File: config.mk
export PLATFORM = sky130hd
export DESIGN_NAME = fetch_unit
export DESIGN_NICKNAME = d
export VERILOG_FILES = /design/src/rtl/fetch_unit.sv
export SDC_FILE = /design/constraint.sdc
export NUM_CORES = 1
export LEC_CHECK = 0
export CAP_MARGIN = 0
export CORE_MARGIN = 2
export CORE_UTILIZATION = 48
export CTS_CLUSTER_DIAMETER = 40
export CTS_CLUSTER_SIZE = 20
export DETAILED_ROUTE_END_ITERATION = 8
export PLACE_DENSITY = 0.75
export SLEW_MARGIN = 10
export SYNTH_ARGS = -nofsm -noshare
export SYNTH_HDL_FRONTEND = slang
export SYNTH_SLANG_ARGS = --single-unit
File: constraint.sdc
create_clock -name clk -period 2.7 [get_ports clk]
set_input_delay 0.27 -clock clk [delete_from_list [all_inputs] [get_ports clk]]
set_output_delay 0.27 -clock clk [all_outputs]
set_load 0.1 [all_outputs]
File: src/rtl/fetch_unit.sv
// Instruction fetch front end: issues sequential PCs to imem and queues in-order responses for decode.
// Latency: request at cycle t, response at t+1 at the earliest, instruction visible to decode at t+2.
// Backpressure: requests stop once queued entries plus discarded in-flight responses reach QUEUE_DEPTH.
//
// Ports:
//   clk, rst                           clock and synchronous active-high reset
//   redirect, redirect_pc              taken branch/jump: flush the queue and restart fetch at the target
//   imem_req_valid/_ready/_addr        fetch request handshake to instruction memory
//   imem_resp_valid/_data              in-order memory responses (no ready; always accepted)
//   inst_valid/_ready, inst, inst_pc   head instruction handshake to decode
//   fetch_pc                           current fetch PC register
module fetch_unit #(
    parameter int                       WORD_BITWIDTH = 32,
    parameter logic [WORD_BITWIDTH-1:0] RESET_PC      = '0,
    parameter int                       QUEUE_DEPTH   = 4
) (
    input  logic                     clk,
    input  logic                     rst,
    input  logic                     redirect,
    input  logic [WORD_BITWIDTH-1:0] redirect_pc,
    output logic                     imem_req_valid,
    output logic [WORD_BITWIDTH-1:0] imem_req_addr,
    input  logic                     imem_req_ready,
    input  logic                     imem_resp_valid,
    input  logic [WORD_BITWIDTH-1:0] imem_resp_data,
    output logic                     inst_valid,
    output logic [WORD_BITWIDTH-1:0] inst,
    output logic [WORD_BITWIDTH-1:0] inst_pc,
    input  logic                     inst_ready,
    output logic [WORD_BITWIDTH-1:0] fetch_pc
);
    localparam int PW = $clog2(QUEUE_DEPTH);
    localparam int CW = PW + 1;

    logic [WORD_BITWIDTH-1:0] r_fetch_pc;
    logic [WORD_BITWIDTH-1:0] r_pc_q   [QUEUE_DEPTH];
    logic [WORD_BITWIDTH-1:0] r_inst_q [QUEUE_DEPTH];
    logic [QUEUE_DEPTH-1:0]   r_filled;
    logic [PW-1:0]            r_alloc_ptr;
    logic [PW-1:0]            r_fill_ptr;
    logic [PW-1:0]            r_rd_ptr;
    logic [CW-1:0]            r_count;   // allocated entries
    logic [CW-1:0]            r_pend;    // allocated entries still waiting for their response
    logic [CW-1:0]            r_drop;    // in-flight responses that belong to a flushed stream

    logic [CW:0]              w_occupancy;
    logic                     w_req_vld;
    logic                     w_req_fire;
    logic                     w_head_vld;
    logic                     w_deq;
    logic                     w_resp_fill;
    logic                     w_resp_drop;
    logic [CW-1:0]            w_drop_sum;
    logic [CW-1:0]            w_drop_redir;

    // Discarded responses still occupy memory bandwidth slots, so they count against queue space.
    assign w_occupancy = {1'b0, r_count} + {1'b0, r_drop};
    assign w_req_vld   = !redirect && (w_occupancy < (CW+1)'(QUEUE_DEPTH));
    assign w_req_fire  = w_req_vld && imem_req_ready;

    // r_filled is not cleared on flush; the count guard hides stale flags until the slot is reallocated.
    assign w_head_vld  = (r_count != '0) && r_filled[r_rd_ptr];
    assign w_deq       = w_head_vld && !redirect && inst_ready;

    assign w_resp_fill = imem_resp_valid && (r_drop == '0) && (r_pend != '0);
    assign w_resp_drop = imem_resp_valid && (r_drop != '0);

    // On flush every unfilled entry becomes a response to discard; a response arriving
    // in the flush cycle itself is discarded immediately.
    assign w_drop_sum   = r_drop + r_pend;
    assign w_drop_redir = (imem_resp_valid && (w_drop_sum != '0)) ? w_drop_sum - CW'(1) : w_drop_sum;

    assign imem_req_valid = w_req_vld;
    assign imem_req_addr  = r_fetch_pc;
    assign fetch_pc       = r_fetch_pc;
    assign inst_valid     = w_head_vld && !redirect;
    assign inst           = r_inst_q[r_rd_ptr];
    assign inst_pc        = r_pc_q[r_rd_ptr];

    always_ff @(posedge clk) begin
        if (rst) begin
            r_fetch_pc  <= RESET_PC;
            r_filled    <= '0;
            r_alloc_ptr <= '0;
            r_fill_ptr  <= '0;
            r_rd_ptr    <= '0;
            r_count     <= '0;
            r_pend      <= '0;
            r_drop      <= '0;
        end else if (redirect) begin
            r_fetch_pc  <= redirect_pc & ~WORD_BITWIDTH'(3);
            r_alloc_ptr <= '0;
            r_fill_ptr  <= '0;
            r_rd_ptr    <= '0;
            r_count     <= '0;
            r_pend      <= '0;
            r_drop      <= w_drop_redir;
        end else begin
            if (w_req_fire) begin
                r_pc_q[r_alloc_ptr]   <= r_fetch_pc;
                r_filled[r_alloc_ptr] <= 1'b0;
                r_alloc_ptr           <= r_alloc_ptr + PW'(1);
                r_fetch_pc            <= r_fetch_pc + WORD_BITWIDTH'(4);
            end
            // A fill never targets the slot being allocated: fill needs r_pend > 0,
            // allocation needs a free slot, so the two pointers differ whenever both fire.
            if (w_resp_fill) begin
                r_inst_q[r_fill_ptr] <= imem_resp_data;
                r_filled[r_fill_ptr] <= 1'b1;
                r_fill_ptr           <= r_fill_ptr + PW'(1);
            end
            if (w_deq) begin
                r_rd_ptr <= r_rd_ptr + PW'(1);
            end
            r_count <= r_count + CW'(w_req_fire) - CW'(w_deq);
            r_pend  <= r_pend + CW'(w_req_fire) - CW'(w_resp_fill);
            r_drop  <= r_drop - CW'(w_resp_drop);
        end
    end
endmodule

==> impl_metrics.py <==
metrics = {
    "timing": {
        "tns_ns": 0,
        "min_period_ns": 2.70,
        "relSlewSlack_pct": 56.2,
        "finalCritPeriodShare_pct": 99.8,
        "skew_ns": 0.0218,
        "rsz0062_at_grt": "yes",
        "max_slew.worst_pin.slew_ns": 0.651,
        "finalSetupViolCount": 0,
        "final-hold-violation-count": 0,
        "drv_slew": 0,
        "fmax_ghz": 0.371,
    },
    "cts": {
        "cts_tree": "yes",
        "clock_sinks": 299,
        "root_buffer": "clkbuf_16",
        "clock_latency_ns": 0.55,
        "cts_buffers": 29,
        "clockBufferDepth": 3,
        "clkSlewWorstSetupHoldPaths_ns": 0.08,
        "htreeDepth": 1,
    },
    "placement": {
        "postPlaceCellArea_mm2": 0.0151,
        "hpwl_mm": 17.1,
        "portBuffers": 191,
        "gp_congestion": 0.807,
    },
    "finish": {
        "area_growth_syn_to_layout_pct": 33.2,
        "stdcell_area_mm2": 0.0162,
        "layout_common_cells": "edfxtp_1 (248), buf_4 (90), buf_12 (74), clkdlybuf4s50_1 (67), mux4_2 (63)",
        "fillers": 1716,
        "layout-drive-gt1-share_pct": 35.0,
        "num-nets-final": 985,
        "mostFrequentLayoutCell": "edfxtp_1",
        "multi_input_comb_area_mm2": 0.00331,
        "postLayoutCoreUtil_pct": 64.7,
        "seq_area_mm2": 0.00848,
    },
    "drt": {
        "viasPerCell": 5.43,
        "dr.pass1.iters": 6,
        "wl_per_cell_um": 20.5,
        "dr.first_iter.drc_count": 536,
        "wl_mm": 25.6,
        "vias": 6762,
        "ant_nets": 0,
        "drc": 0,
    },
    "grt": {
        "antenna_found_initial": 0,
        "grt_max_degree": 46,
        "grt_usage_pct": 19.4,
        "grt_overflow": 0,
        "grt_pass1_wl_mm": 38.9,
        "grt_pass1_vias": 6745,
    },
    "power_and_ir_drop": {
        "leakage_uw": 0.00560,
        "switching_share_pct": 27.6,
        "p_int_uw": 7750,
        "power_density_mw_per_mm2": 662,
        "power_frac_seq_pct": 48.1,
        "clock_power_share_pct": 39.8,
        "ir_worst_vdd_mv": 0.422,
        "power_switching_uw": 2960,
        "p_comb_share_pct": 12.1,
    },
    "logic_synthesis": {
        "ys.flop_type": "edfxtp_1",
        "synth-edff-count": 248,
        "ys_ff_latch": 299,
        "yosysSeqAreaShare_pct": 69.8,
        "synth_cells": 690,
        "synth_area_mm2": 0.0121,
        "yosys.cell_types.count": 51,
        "avgSynthCellArea_um2": 17.6,
        "async_reset_ff_share_pct": 0,
        "yosys_warnings": 0,
    },
    "critical_path": {
        "worstReg2RegStart": "r_drop[2]",
        "criticalPathCategory": "reg2reg",
        "cp.required_ns": 3.11,
        "crit_chain": "ha_4 -> or4b_4 -> nor3_4 -> inv_4 -> ha_4 -> inv_2 -> ha_4 -> fa_2 -> xnor2_2 -> xnor2_1 -> nor2_1",
        "worst_path_largest_cell_delay_ns": 0.53,
        "cp-startpoint": "r_drop[2]",
        "cp.arrival_ns": 3.11,
        "path_max_fanout": 3,
        "worstSetupStartpointType": "flip-flop",
        "cp_num_buf_inv": 2,
        "worst_setup_path_end_kind": "flip-flop",
        "crit_slowest_cell": "or4b_4",
        "path_common_cell": "ha_4",
        "critPathTopFamily": "adder cells",
    },
    "floorplanning": {
        "die_x_um": 163,
        "die_y_um": 163,
        "initial_utilization_pct": 48.6,
        "core_area_mm2": 0.0250,
        "fp-row-count": 58,
        "dieArea_mm2": 0.0266,
        "ios": 200,
    },
    "run": {
        "max_cap_viol_count": 0,
    },
    "status": {
        "status": "completed",
    },
    "hold_path": {
        "worstHoldStart": "redirect_pc[27]",
        "hp-class": "in2reg",
    },
}
==> sequential cells by signal, summed over array words and instances, names as in the netlist, 3 cells and up, named ones only <==
name and cells:
r_pend 3, r_drop 3, r_pc_q 120, r_filled 4, r_inst_q 128, fetch_pc 30, r_count 3
==> Yosys cell counts, types with 3 or more instances <==
cell type / instances / area share, %
a21oi_1: 5 / 0.21
inv_1: 18 / 0.56
mux4_2: 63 / 12
a31o_2: 4 / 0.29
a211oi_1: 17 / 1.1
buf_4: 36 / 2.2
edfxtp_1: 248 / 61
and2_1: 6 / 0.31
buf_1: 3 / 0.093
buf_2: 7 / 0.29
nor2_1: 32 / 0.99
and3_1: 12 / 0.62
and4_1: 7 / 0.51
mux2i_1: 3 / 0.25
clkbuf_1: 18 / 0.56
nand3_1: 12 / 0.49
nor3_1: 6 / 0.25
ha_1: 20 / 2.1
fa_1: 3 / 0.49
xor2_1: 17 / 1.2
o21a_1: 4 / 0.25
nand2_1: 25 / 0.77
o21ai_0: 6 / 0.25
xnor2_1: 22 / 1.6
nor3b_1: 3 / 0.19
dfxtp_1: 51 / 8.4
nand4_1: 12 / 0.62
==> worst register-to-register path, cell delays in order, from the launching register on <==
cell	delay [ns]
dfxtp_4	0.35
ha_4	0.24
or4b_4	0.53
nor3_4	0.21
inv_4	0.08
ha_4	0.26
inv_2	0.03
ha_4	0.14
fa_2	0.36
xnor2_2	0.15
xnor2_1	0.16
nor2_1	0.05
==> cell families after synthesis <==
family                   share of synthesized area, %
AO/OA/AOI/OAI                                    2.73
XOR/XNOR                                         2.81
adder cells (fa/ha/maj)                          2.56
buffers and inverters                            3.85
flip-flops                                       69.8
multiplexers                                     12.1
other                                          0.0309
AND/OR/NAND/NOR                                  6.10
==> area by class of cell <==
class,count,share of cell area [%]
Tap cell,330,2.55
Multi-Input combinational cell,312,20.5
Timing Repair Buffer,231,17.5
Antenna cell,1,0.0155
Clock inverter,24,1.85
Inverter,19,0.457
Sequential cell,299,52.5
Clock buffer,30,4.65
==> metrics by stage <==
| step | instances | total power (µW) | hold slack (ns) | setup WS (ns) |
|---|---|---|---|---|
| 6_report | 1246 | 10700 | 0.296 | 0.00469 |
| 5_1_grt | 1245 | 11100 | 0.285 | -0.0784 |
| 4_1_cts | 1244 | 10800 | 0.276 | 0.0155 |
| 3_5_place_dp | 1188 | 6540 | 0.478 | -0.229 |
| 3_3_place_gp | 1188 | 6520 | 0.484 | -0.159 |
| 2_1_floorplan | 695 | 6150 | 0.369 | -0.161 |
==> power by group through the flow <==
stage | sequential (µW) | clock (µW) | combinational (µW)
6_report | 5150 | 4260 | 1290
5_1_grt | 5160 | 4550 | 1350
4_1_cts | 5150 | 4350 | 1290
3_5_place_dp | 5250 | 0 | 1290
3_3_place_gp | 5250 | 0 | 1270
2_1_floorplan | 5450 | 0 | 699
==> metal layers <==
metal	part of all wire [%]	vias up	GRT usage (%)	routed length, µm
li1	-	3069	-	-
met4	2.3	0	5.79	587
met3	4.8	38	2.42	1230
met1	42	3424	26.9	10800
met2	51	231	32.6	13000
met5	0	-	0	0
==> final timing paths <==
path | to | slack [ns] | cells after the start
setup / recovery | r_count[2] | 0.005 | 11
hold reg to reg | r_filled[3] | 0.50 | 1
setup reg to reg | r_count[2] | 0.005 | 11
hold / removal | fetch_pc[27] | 0.30 | 3
==> repair_timing <==
item | 4_1_cts | 5_1_grt
setup buffers | 2 | 1
setup endpoints to repair | 2 | 2
gates resized for setup | 1 | 0
hold buffers | 0 | 0
pin swaps | 3 | 3
(Power assumes the default switching activity.)
